File: src/rtl/pipe_stall_ctrl_pkg.sv
// Shared encodings for the pipeline stall controller: mult/div opcodes and
// the busy-interlock FSM states.
package pipe_stall_ctrl_pkg;

    typedef enum logic [1:0] {
        MD_MULT  = 2'b00,
        MD_MULTU = 2'b01,
        MD_DIV   = 2'b10,
        MD_DIVU  = 2'b11
    } md_op_e;

    typedef enum logic {
        S_IDLE = 1'b0,
        S_BUSY = 1'b1
    } md_state_e;

    function automatic int lat_max(input int a, input int b);
        return (a > b) ? a : b;
    endfunction

endpackage

File: src/rtl/pipe_stall_ctrl_md_busy_fsm.sv
// Mult/div latency interlock: holds md_busy for exactly the op latency, then
// pulses md_done for one cycle. Starts while busy are dropped and flagged.
module pipe_stall_ctrl_md_busy_fsm
    import pipe_stall_ctrl_pkg::*;
#(
    parameter int MULT_LAT = 5,
    parameter int DIV_LAT  = 10
) (
    input  logic       clk,
    input  logic       reset,
    input  logic       md_start_E,
    input  logic [1:0] md_op_E,
    output logic       md_busy,
    output logic       md_done,
    output logic       err_overlap
);

    localparam int CW = $clog2(lat_max(MULT_LAT, DIV_LAT) + 1);

    md_state_e     state;
    logic [CW-1:0] count;
    logic          is_div;

    assign is_div = md_op_e'(md_op_E) inside {MD_DIV, MD_DIVU};

    always_ff @(posedge clk) begin
        if (!reset) begin
            state       <= S_IDLE;
            count       <= '0;
            md_busy     <= 1'b0;
            md_done     <= 1'b0;
            err_overlap <= 1'b0;
        end else begin
            md_done <= 1'b0;
            case (state)
                S_IDLE: begin
                    if (md_start_E) begin
                        state   <= S_BUSY;
                        count   <= is_div ? CW'(DIV_LAT) : CW'(MULT_LAT);
                        md_busy <= 1'b1;
                    end
                end
                S_BUSY: begin
                    if (md_start_E)
                        err_overlap <= 1'b1;
                    // Final busy cycle: result lands in HI/LO on this edge.
                    if (count == CW'(1)) begin
                        state   <= S_IDLE;
                        count   <= '0;
                        md_busy <= 1'b0;
                        md_done <= 1'b1;
                    end else begin
                        count <= count - CW'(1);
                    end
                end
                default: begin
                    state   <= S_IDLE;
                    count   <= '0;
                    md_busy <= 1'b0;
                end
            endcase
        end
    end

endmodule

File: src/rtl/pipe_stall_ctrl.sv
// Merges hazard-unit stall with the mult/div busy interlock into PC / IF-ID
// enables and ID/EX bubble insert; counts stalled cycles (saturating).
module pipe_stall_ctrl
    import pipe_stall_ctrl_pkg::*;
#(
    parameter int MULT_LAT = 5,
    parameter int DIV_LAT  = 10,
    parameter int CNT_W    = 32
) (
    input  logic             clk,
    input  logic             reset,
    input  logic             stop,
    input  logic             md_start_E,
    input  logic [1:0]       md_op_E,
    input  logic             md_use_D,
    output logic             en_PC,
    output logic             en_D,
    output logic             clr_E,
    output logic             md_busy,
    output logic             md_done,
    output logic [CNT_W-1:0] stall_cnt,
    output logic             err_overlap
);

    logic md_stall;
    logic stall;

    pipe_stall_ctrl_md_busy_fsm #(
        .MULT_LAT (MULT_LAT),
        .DIV_LAT  (DIV_LAT)
    ) u_md_fsm (
        .clk         (clk),
        .reset       (reset),
        .md_start_E  (md_start_E),
        .md_op_E     (md_op_E),
        .md_busy     (md_busy),
        .md_done     (md_done),
        .err_overlap (err_overlap)
    );

    // A D-stage HI/LO consumer must wait while the unit is busy or being started.
    assign md_stall = md_use_D & (md_busy | md_start_E);
    assign stall    = stop | md_stall;

    assign en_PC = ~stall;
    assign en_D  = ~stall;
    assign clr_E = stall;

    always_ff @(posedge clk) begin
        if (!reset)
            stall_cnt <= '0;
        else if (stall && (stall_cnt != {CNT_W{1'b1}}))
            stall_cnt <= stall_cnt + CNT_W'(1);
    end

endmodule

File: config.mk
export PLATFORM = sky130hd
export DESIGN_NAME = pipe_stall_ctrl
export DESIGN_NICKNAME = d
export VERILOG_FILES = /design/src/rtl/pipe_stall_ctrl_pkg.sv /design/src/rtl/pipe_stall_ctrl_md_busy_fsm.sv /design/src/rtl/pipe_stall_ctrl.sv
export SDC_FILE = /design/constraint.sdc
export NUM_CORES = 1
export LEC_CHECK = 0
export ABC_AREA = 1
export CORE_UTILIZATION = 39
export DETAILED_ROUTE_END_ITERATION = 8
export PLACE_DENSITY = 0.71
export SLEW_MARGIN = 20
export SYNTH_ARGS = -nofsm -noshare
export SYNTH_HDL_FRONTEND = slang
export SYNTH_SLANG_ARGS = --single-unit
File: constraint.sdc
create_clock -name clk -period 2.6 [get_ports clk]
set_input_delay 0.39 -clock clk [delete_from_list [all_inputs] [get_ports clk]]
set_output_delay 0.39 -clock clk [all_outputs]
set_load 0.05 [all_outputs]
==> results of run 1 <==
[layout by cell type (no fill, tap or decap), types with 3 or more instances in the layout]
cell             Yosys  routed
a21oi_1              9       9
a21oi_2             15      15
buf_12               2       3
buf_4                2       3
clkbuf_8             0       5
clkdlybuf4s50_1      0      40
dfxtp_1             40      40
ha_1                 3       3
inv_1               39      39
nand2_1            126     126
nand2_2             12      12
nand3_1             15      15
nand4_1              8       8
nor2_1              73      73
nor2_2               3       3
nor2_4               4       4
nor3_1               4       4
o21ai_0              8       8
xnor2_1              6       6
xor2_1               8       8
[cell families after synthesis]
logic type	after synthesis	synth area share [%]
AND/OR/NAND/NOR	250	43.0
flip-flops	40	31.7
AO/OA/AOI/OAI	34	9.20
buffers and inverters	51	9.75
adder cells (fa/ha/maj)	3	1.48
XOR/XNOR	14	4.85
[report_power, final]
group / total, µW / switching (µW) / internal, µW / leakage, µW
logic: 175 / 114 / 61.3 / 0.000755
registers: 641 / 13.9 / 627 / 0.000324
clock network: 519 / 235 / 284 / 0.0000541
[through the flow]
stage                     power (µW)  instance area [µm²]  setup WS (ns)  hold slack (ns)  instances
after global placement           829                 3010          0.460            0.455        503
final                           1340                 3120          0.518            0.468        511
after floorplan                  786                 2530          0.197            0.444        392
after global routing            1390                 3120          0.367            0.513        511
after CTS                       1350                 3120          0.506            0.472        511
after detailed placement         832                 3010          0.486            0.460        503
[flip-flops by register name, indices dropped and copies added (netlist names)]
signal	cells
u_md_fsm.md_busy	1
u_md_fsm.md_done	1
u_md_fsm.state	1
u_md_fsm.count	4
u_md_fsm.err_overlap	1
stall_cnt	32
[per-layer routing]
layer,share of wire (%),vias to the layer above
met5,0,-
met4,1.1,0
met3,3.6,5
met2,46,54
met1,50,1090
li1,-,1301
[critical path, stage by stage, from the launching register on]
cell,delay (ns)
dfxtp_1,0.41
ha_1,0.23
nand2_2,0.08
nor2_4,0.20
nand2_4,0.10
nor2_4,0.18
nand2_4,0.15
nand2_8,0.21
inv_2,0.20
nand2_1,0.13
a21oi_2,0.05
[layout make-up]
cell class,instances,area [µm²]
timing repair buffer,46,483
clock buffer,5,68.8
sequential,40,801
fill,638,2970
clock inverter,3,42.5
multi-input combinational,301,1480
tap,75,93.8
inverter,41,154
[worst min path at each step]
stage / startpoint / end / slack (ns) / cells after the start
after floorplan: u_md_fsm.count[1] / u_md_fsm.count[1] / 0.44 / 2
after global placement: u_md_fsm.count[1] / u_md_fsm.count[1] / 0.46 / 2
after detailed placement: u_md_fsm.count[1] / u_md_fsm.count[1] / 0.46 / 2
after CTS: u_md_fsm.count[1] / u_md_fsm.count[1] / 0.47 / 2
after global routing: u_md_fsm.err_overlap / u_md_fsm.err_overlap / 0.51 / 2
final: u_md_fsm.count[1] / u_md_fsm.count[1] / 0.47 / 2
==> results by group, run 1 <==
Status
  – Status: finished, final reports clean

CTS
  – Post_cts resized: 0
  – Inserted Clock Buffers: 5
  – Post-CTS Setup Inserts: 0
  – CTS tree: built
  – Root Driver: clkbuf_8
  – Clock slew at reported path FFs: 0.08 ns
  – CTS Hold Bufs: 0
  – Clk_lat worst skew: 0.30 ns
  – Max Root-Sink Buffers: 2
  – H-Tree Depth: 2
  – Clk sinks: 40

Detailed routing
  – Initial drt markers: 130
  – First-pass DRT Iterations: 4
  – Avg WL per Cell: 11.2 µm
  – DR vias/cell: 4.79
  – Post-route DRC: 0
  – Post-route ant nets: 0
  – WL final: 5710 µm
  – Via Count: 2450

Setup path
  – Critical path origin: stall_cnt[0]
  – Worst-path maximum fanout: 25
  – CP Class: reg -> reg
  – CP required: 2.78 ns
  – Critical path startpoint category: flop
  – Nature of the critical path endpoint: flop
  – R2r endpoint: stall_cnt[14]
  – R2R cell count: 10
  – R2R setup slack: 0.52 ns
  – Reg-to-Reg Start: stall_cnt[0]
  – CP arrival: 2.26 ns
  – CP Capture Point: stall_cnt[14]

Finish
  – Layout cells sized above 1: 11.9%
  – Layout area overhead: 23.6%
  – Antenna diode count: 0
  – Core Util, Final: 51.3%
  – Nets@finish: 445

Place
  – GP Congestion: 0.834
  – I/O Buffers: 43
  – Post-DP HPWL: 4310 µm

Yosys
  – Top-area cell type share of the netlist area: 31.7%
  – Most common cell in the netlist: nand2_1
  – Mean Syn Cell Area: 6.45 µm²
  – Area contributors post-synth: dfxtp_1 32%, nand2_1 19%, nor2_1 11%
  – Synth Net Count: 402
  – Largest area contributor in the netlist: dfxtp_1
  – Synthesis warning total: 0
  – Cells after Synth: 392
  – Distinct cells, synth: 28
  – Synthesized cell area: 2530 µm²
  – Commonest cells post-synth: 126 x nand2_1, 73 x nor2_1, 40 x dfxtp_1
  – Main synth FF type: dfxtp_1
  – FF+latch count, synth: 40
  – Register area share after synthesis: 31.7%
  – Post-synth ARST share: 0%
  – EDFF count, synth: 0

Global routing
  – Met2 Resource Use GR: 30.4%
  – Met3 GRT Util: 3.30%
  – GRT busiest layer: met2
  – Initial antenna violation count: 0
  – Number of global-route vias before repair: 2167
  – Overflow after GRT: 0
  – First-pass GRT wire length: 9590 µm
  – Total GRT Usage: 18.5%
  – GR Util met1: 24.4%
  – Largest net degree at the start of global routing: 27

Timing
  – Clock Skews: 0.00547 ns
  – Number of hold violations in the final report: 0
  – Pins Over Slew Limit: 0
  – Fin crit share: 80.1%
  – Setup_tns: 0 ns
  – Slew headroom: 66.3%
  – Fmax: 480 MHz
  – Worst Tran Pin Value: 0.504 ns
  – Endpoints failing setup: 0
  – Min Tclk post-route: 2.08 ns
  – RSZ-0062 raised after global routing: false

Hold path
  – Worst hold path class: reg -> reg

Floorplan
  – Row count: 28
  – Die area: 6810 µm²
  – Die Y: 82.5 µm
  – Initial Utilization: 41.5%
  – # IOs: 45
  – Core Area: 6100 µm²
  – Horiz. Die Dim: 82.5 µm

Pwr
  – Pleak: 0.00113 µW
  – Pwr per Cell Area: 428 nW/µm²
  – Peak supply drop: 0.243 mV

Job
  – Max cap viols: 0
Power figures use the tool's default switching activity.
==> run 2: changes to the inputs <==
PLACE_DENSITY = 0.74   (was 0.71)
clock period = 1.85 ns   (was 2.6 ns; I/O delays follow)
==> results by group, run 2 (synthesis gave the netlist of run 1 again) <==
Pwr
  – Total Power: 1900 µW
  – Pwr per Cell Area: 598 nW/µm²
  – Pleak: 0.00124 µW
  – Peak supply drop: 0.372 mV

CTS
  – Clk sinks: 40
  – CTS tree: built
  – Max Root-Sink Buffers: 2
  – Clk_lat worst skew: 0.30 ns
  – Clock slew at reported path FFs: 0.08 ns
  – H-Tree Depth: 2
  – Inserted Clock Buffers: 5
  – Root Driver: clkbuf_8
  – CTS Hold Bufs: 0

Global routing
  – Largest net degree at the start of global routing: 23
  – Overflow after GRT: 0
  – Initial antenna violation count: 0
  – Number of global-route vias before repair: 2350
  – First-pass GRT wire length: 10300 µm
  – Total GRT Usage: 19.7%

Setup path
  – Worst-path maximum fanout: 5
  – CP top delay family: buffers and inverters
  – R2R cell count: 11
  – Reg-to-Reg Start: stall_cnt[0]
  – Critical path startpoint category: flop
  – R2r endpoint: stall_cnt[26]
  – Buf/Inv on CP: 1
  – R2R setup slack: 0.13 ns
  – CP arrival: 1.53 ns
  – Cells along the critical path: clkdlybuf4s50_1
  – Nature of the critical path endpoint: output port
  – Slowest-stage cell, CP: clkdlybuf4s50_1
  – CP Class: reg -> out
  – Slowest Stage Delay on Critical Path: 0.83 ns
  – CP required: 1.57 ns

Finish
  – Fin area: 3180 µm²
  – Max reg flops: 32
  – Commonest non-fill, non-tap cell in the layout: nand2_1
  – Nets@finish: 454
  – Antenna diode count: 0
  – Fill cell count: 632
  – Top Registers: stall_cnt: 32 flops, u_md_fsm.count: 4 flops
  – Commonest cells after routing, fill and taps aside: 126 x nand2_1, 73 x nor2_1, 38 x inv_1
  – Layout cells sized above 1: 21.8%
  – Layout area overhead: 25.9%
  – Most flop-heavy register: stall_cnt

Floorplan
  – Die area: 6810 µm²
  – Core Area: 6100 µm²
  – Row count: 28
  – Die Y: 82.5 µm
  – Initial Utilization: 41.5%
  – Horiz. Die Dim: 82.5 µm
  – # IOs: 45

Detailed routing
  – First-pass DRT Iterations: 4
  – Post-route ant nets: 0
  – Avg WL per Cell: 11.8 µm
  – Post-route DRC: 0
  – Via Count: 2540
  – WL final: 6160 µm
  – DR vias/cell: 4.88
  – Initial drt markers: 154

Timing
  – Number of hold violations in the final report: 0
  – Fmax: 553 MHz
  – Worst Tran Pin Value: 0.510 ns
  – Setup_tns: 0 ns
  – RSZ-0062 raised after global routing: false
  – Clock Skews: 0.00307 ns
  – Endpoints failing setup: 0
  – Fin crit share: 97.8%
  – Min Tclk post-route: 1.81 ns
  – Pins Over Slew Limit: 0
  – Slew headroom: 65.9%

Place
  – Post-DP HPWL: 4690 µm
  – Placed Instance Area: 3060 µm²
  – I/O Buffers: 43
  – GP Congestion: 0.857

Job
  – Max cap viols: 0

Hold path
  – Hold Path Origin: u_md_fsm.err_overlap
  – Worst hold path class: reg -> reg
  – Hold depth: 2
  – WHS Endpoint: u_md_fsm.err_overlap

Status
  – Status: finished, final reports clean
[run 2: cell types whose count changed in the layout (fill, tap and decap cells not counted), sizes merged]
cell           change
buf               +29
inv                -1
clkinvlp           +1
clkdlybuf4s50     -21
dlymetal6s2s       +1
[run 2: how the worst max path moves through the flow]
stage	startpoint	endpoint	slack, ns	cells after the start
finish	stall_cnt[11]	stall_cnt[11]	0.04	1
global route	stall_cnt[0]	stall_cnt[26]	0.01	11
CTS	md_start_E	clr_E	0.04	5
detailed placement	md_start_E	stall_cnt[7]	-0.0006	7
global placement	md_start_E	stall_cnt[23]	0.02	7
floorplan	stall_cnt[1]	stall_cnt[11]	0.002	11
[run 2: repair_timing]
item                       in CTS  in global routing
resized for setup               0                  3
setup endpoints to repair       0                 22
buffers inserted                0                  1
[run 2: worst register-to-register path, delay by kind of cell (launching register included)]
| kind | cells | cell delay (ns) |
|---|---|---|
| adder cells (fa/ha/maj) | 1 | 0.20 |
| buffers and inverters | 1 | 0.18 |
| flip-flops | 1 | 0.38 |
| AND/OR/NAND/NOR | 9 | 0.84 |
[run 2: power breakdown]
part           switching (µW)  internal, µW
registers                19.8           883
logic                     170           101
clock network             330           399
total                     519          1380
[run 2: layout make-up]
| class | instances | area [µm²] | share of cell area [%] |
|---|---|---|---|
| timing repair buffer | 55 | 515 | 16.2 |
| clock inverter | 3 | 42.5 | 1.34 |
| clock buffer | 5 | 68.8 | 2.16 |
| multi-input combinational | 301 | 1480 | 46.6 |
| sequential | 40 | 821 | 25.8 |
| tap | 75 | 93.8 | 2.95 |
| inverter | 41 | 158 | 4.95 |
[run 2: routing by layer]
layer	GRT usage (%)	vias to the layer above	wire length (µm)
met5	0	-	0
met4	6.38	0	89
met3	3.52	10	229
met2	34.5	54	2990
met1	24.2	1157	2850
li1	-	1319	-
[run 2: per-stage QoR]
step	worst slack, ns	utilization, %	instances	hold WS [ns]
final	0.0413	52.2	520	0.482
after CTS	0.0368	52.0	519	0.482
after global placement	0.0182	50.2	511	0.456
after floorplan	0.00203	-	392	0.406
after detailed placement	-0.000601	50.2	511	0.459
after global routing	0.00997	52.2	520	0.513
==> run 3: changes to the inputs <==
CTS_BUF_LIST = sky130_fd_sc_hd__clkbuf_4   (was default)
==> results by group, run 3 (synthesis gave the netlist of run 1 again) <==
Timing
  – Clock Skews: 0.00518 ns
  – Number of hold violations in the final report: 0
  – RSZ-0062 raised after global routing: false
  – Fin crit share: 97.8%
  – Pins Over Slew Limit: 0
  – Fmax: 553 MHz
  – Slew headroom: 66.5%
  – Min Tclk post-route: 1.81 ns
  – Worst Tran Pin Value: 0.502 ns
  – Endpoints failing setup: 0

Finish
  – Fill cell count: 635
  – Nets@finish: 455
  – Multi-input logic area: 1480 µm²
  – Layout cells sized above 1: 22.0%
  – Finished Layout Cells: 521
  – Commonest cells after routing, fill and taps aside: 126 x nand2_1, 73 x nor2_1, 38 x inv_1
  – Layout area overhead: 25.2%
  – Reg area: 826 µm²
  – Top Registers: stall_cnt: 32 flops, u_md_fsm.count: 4 flops
  – Most flop-heavy register: stall_cnt
  – Antenna diode count: 0
  – Max reg flops: 32
  – Commonest non-fill, non-tap cell in the layout: nand2_1
  – Fin area: 3170 µm²

Global routing
  – Total GRT Usage: 19.8%
  – Number of global-route vias before repair: 2328
  – Overflow after GRT: 0
  – Initial antenna violation count: 0
  – First-pass GRT wire length: 10300 µm
  – Largest net degree at the start of global routing: 23

CTS
  – Clock slew at reported path FFs: 0.13 ns
  – Inserted Clock Buffers: 5
  – Clk sinks: 40
  – Clk_lat worst skew: 0.36 ns
  – Root Driver: clkbuf_4
  – H-Tree Depth: 2
  – CTS tree: built
  – Max Root-Sink Buffers: 2

Place
  – GP Congestion: 0.857
  – I/O Buffers: 43
  – Placed Instance Area: 3060 µm²
  – Post-DP HPWL: 4690 µm
  – # placed instances: 511

Hold path
  – Hold Path Origin: u_md_fsm.count[1]
  – Worst hold path class: reg -> reg
  – WHS Endpoint: u_md_fsm.count[1]
  – Hold depth: 2

Setup path
  – Nature of the critical path endpoint: output port
  – Critical path startpoint category: flop
  – R2R cell count: 11
  – Worst-path maximum fanout: 3
  – CP required: 1.57 ns
  – CP arrival: 1.53 ns
  – Reg-to-Reg Start: stall_cnt[0]
  – R2R setup slack: 0.15 ns
  – R2r endpoint: stall_cnt[26]
  – CP Class: reg -> out
  – CP top delay family: buffers and inverters
  – Slowest-stage cell, CP: clkdlybuf4s50_1
  – Buf/Inv on CP: 1
  – Cells along the critical path: clkdlybuf4s50_1
  – Slowest Stage Delay on Critical Path: 0.80 ns

Job
  – Max cap viols: 0

Detailed routing
  – First-pass DRT Iterations: 4
  – Avg WL per Cell: 11.8 µm
  – DR vias/cell: 4.85
  – Via Count: 2529
  – Post-route ant nets: 0
  – WL final: 6150 µm
  – Post-route DRC: 0
  – Initial drt markers: 189

Floorplan
  – Die area: 6810 µm²
  – # IOs: 45
  – Row count: 28
  – Horiz. Die Dim: 82.5 µm
  – Core Area: 6100 µm²
  – Die Y: 82.5 µm
  – Initial Utilization: 41.5%

Pwr
  – Peak supply drop: 0.404 mV
  – Pleak: 0.00133 µW
  – Pwr per Cell Area: 559 nW/µm²

Status
  – Status: finished, final reports clean
## run 3: cell types whose count changed in the layout (fill, tap and decap cells not counted), sizes merged
| cell | delta |
|---|---|
| dlymetal6s2s | +4 |
| clkdlybuf4s50 | -11 |
| buf | +1 |
| dlygate4sd2 | +7 |
## run 3: final cells by class
class	instances	area share, %
multi-input cells	301	46.9
flip-flops and latches	40	26.1
repair buffers	56	16.6
inverters	41	4.98
well taps	75	2.96
clock inverters	3	1.34
clock buffers	5	1.19
## run 3: worst max path at each step
stage | start | end | slack (ns) | cells past startpoint
final | u_md_fsm.md_busy | md_busy | 0.04 | 1
after global routing | u_md_fsm.md_busy | md_busy | 0.001 | 1
after CTS | stall_cnt[0] | stall_cnt[0] | 0.007 | 1
after detailed placement | md_start_E | stall_cnt[7] | -0.0006 | 7
after global placement | md_start_E | stall_cnt[23] | 0.02 | 7
after floorplan | stall_cnt[1] | stall_cnt[11] | 0.002 | 11
## run 3: routing by layer
layer	routed length, µm	GRT usage [%]	up-vias
met3	249	3.74	9
met5	0	0	-
met1	2880	24.6	1146
met4	95	6.03	0
met2	2930	34.5	55
li1	-	-	1319
## run 3: through the flow
step	total power, µW	hold WS, ns	TNS (ns)	setup WS [ns]	util, %
floorplan	1110	0.406	0	0.00203	-
global placement	1190	0.456	0	0.0182	50.2
detailed placement	1190	0.459	-0.000601	-0.000601	50.2
CTS	1790	0.489	0	0.00671	51.5
global route	1850	0.519	0	0.00145	51.9
finish	1770	0.488	0	0.0408	51.9
## run 3: report_power, final
part / switching (µW) / internal (µW)
Sequential: 19.3 / 883
Clock: 314 / 282
Combinational: 170 / 103
## run 3: timing repair
item | CTS | global route
setup endpoints to repair | 8 | 21
cloned | 0 | 0
buffers inserted | 1 | 1
gates resized for setup | 7 | 8
hold buffers | 0 | 0
pin swaps | 1 | 2
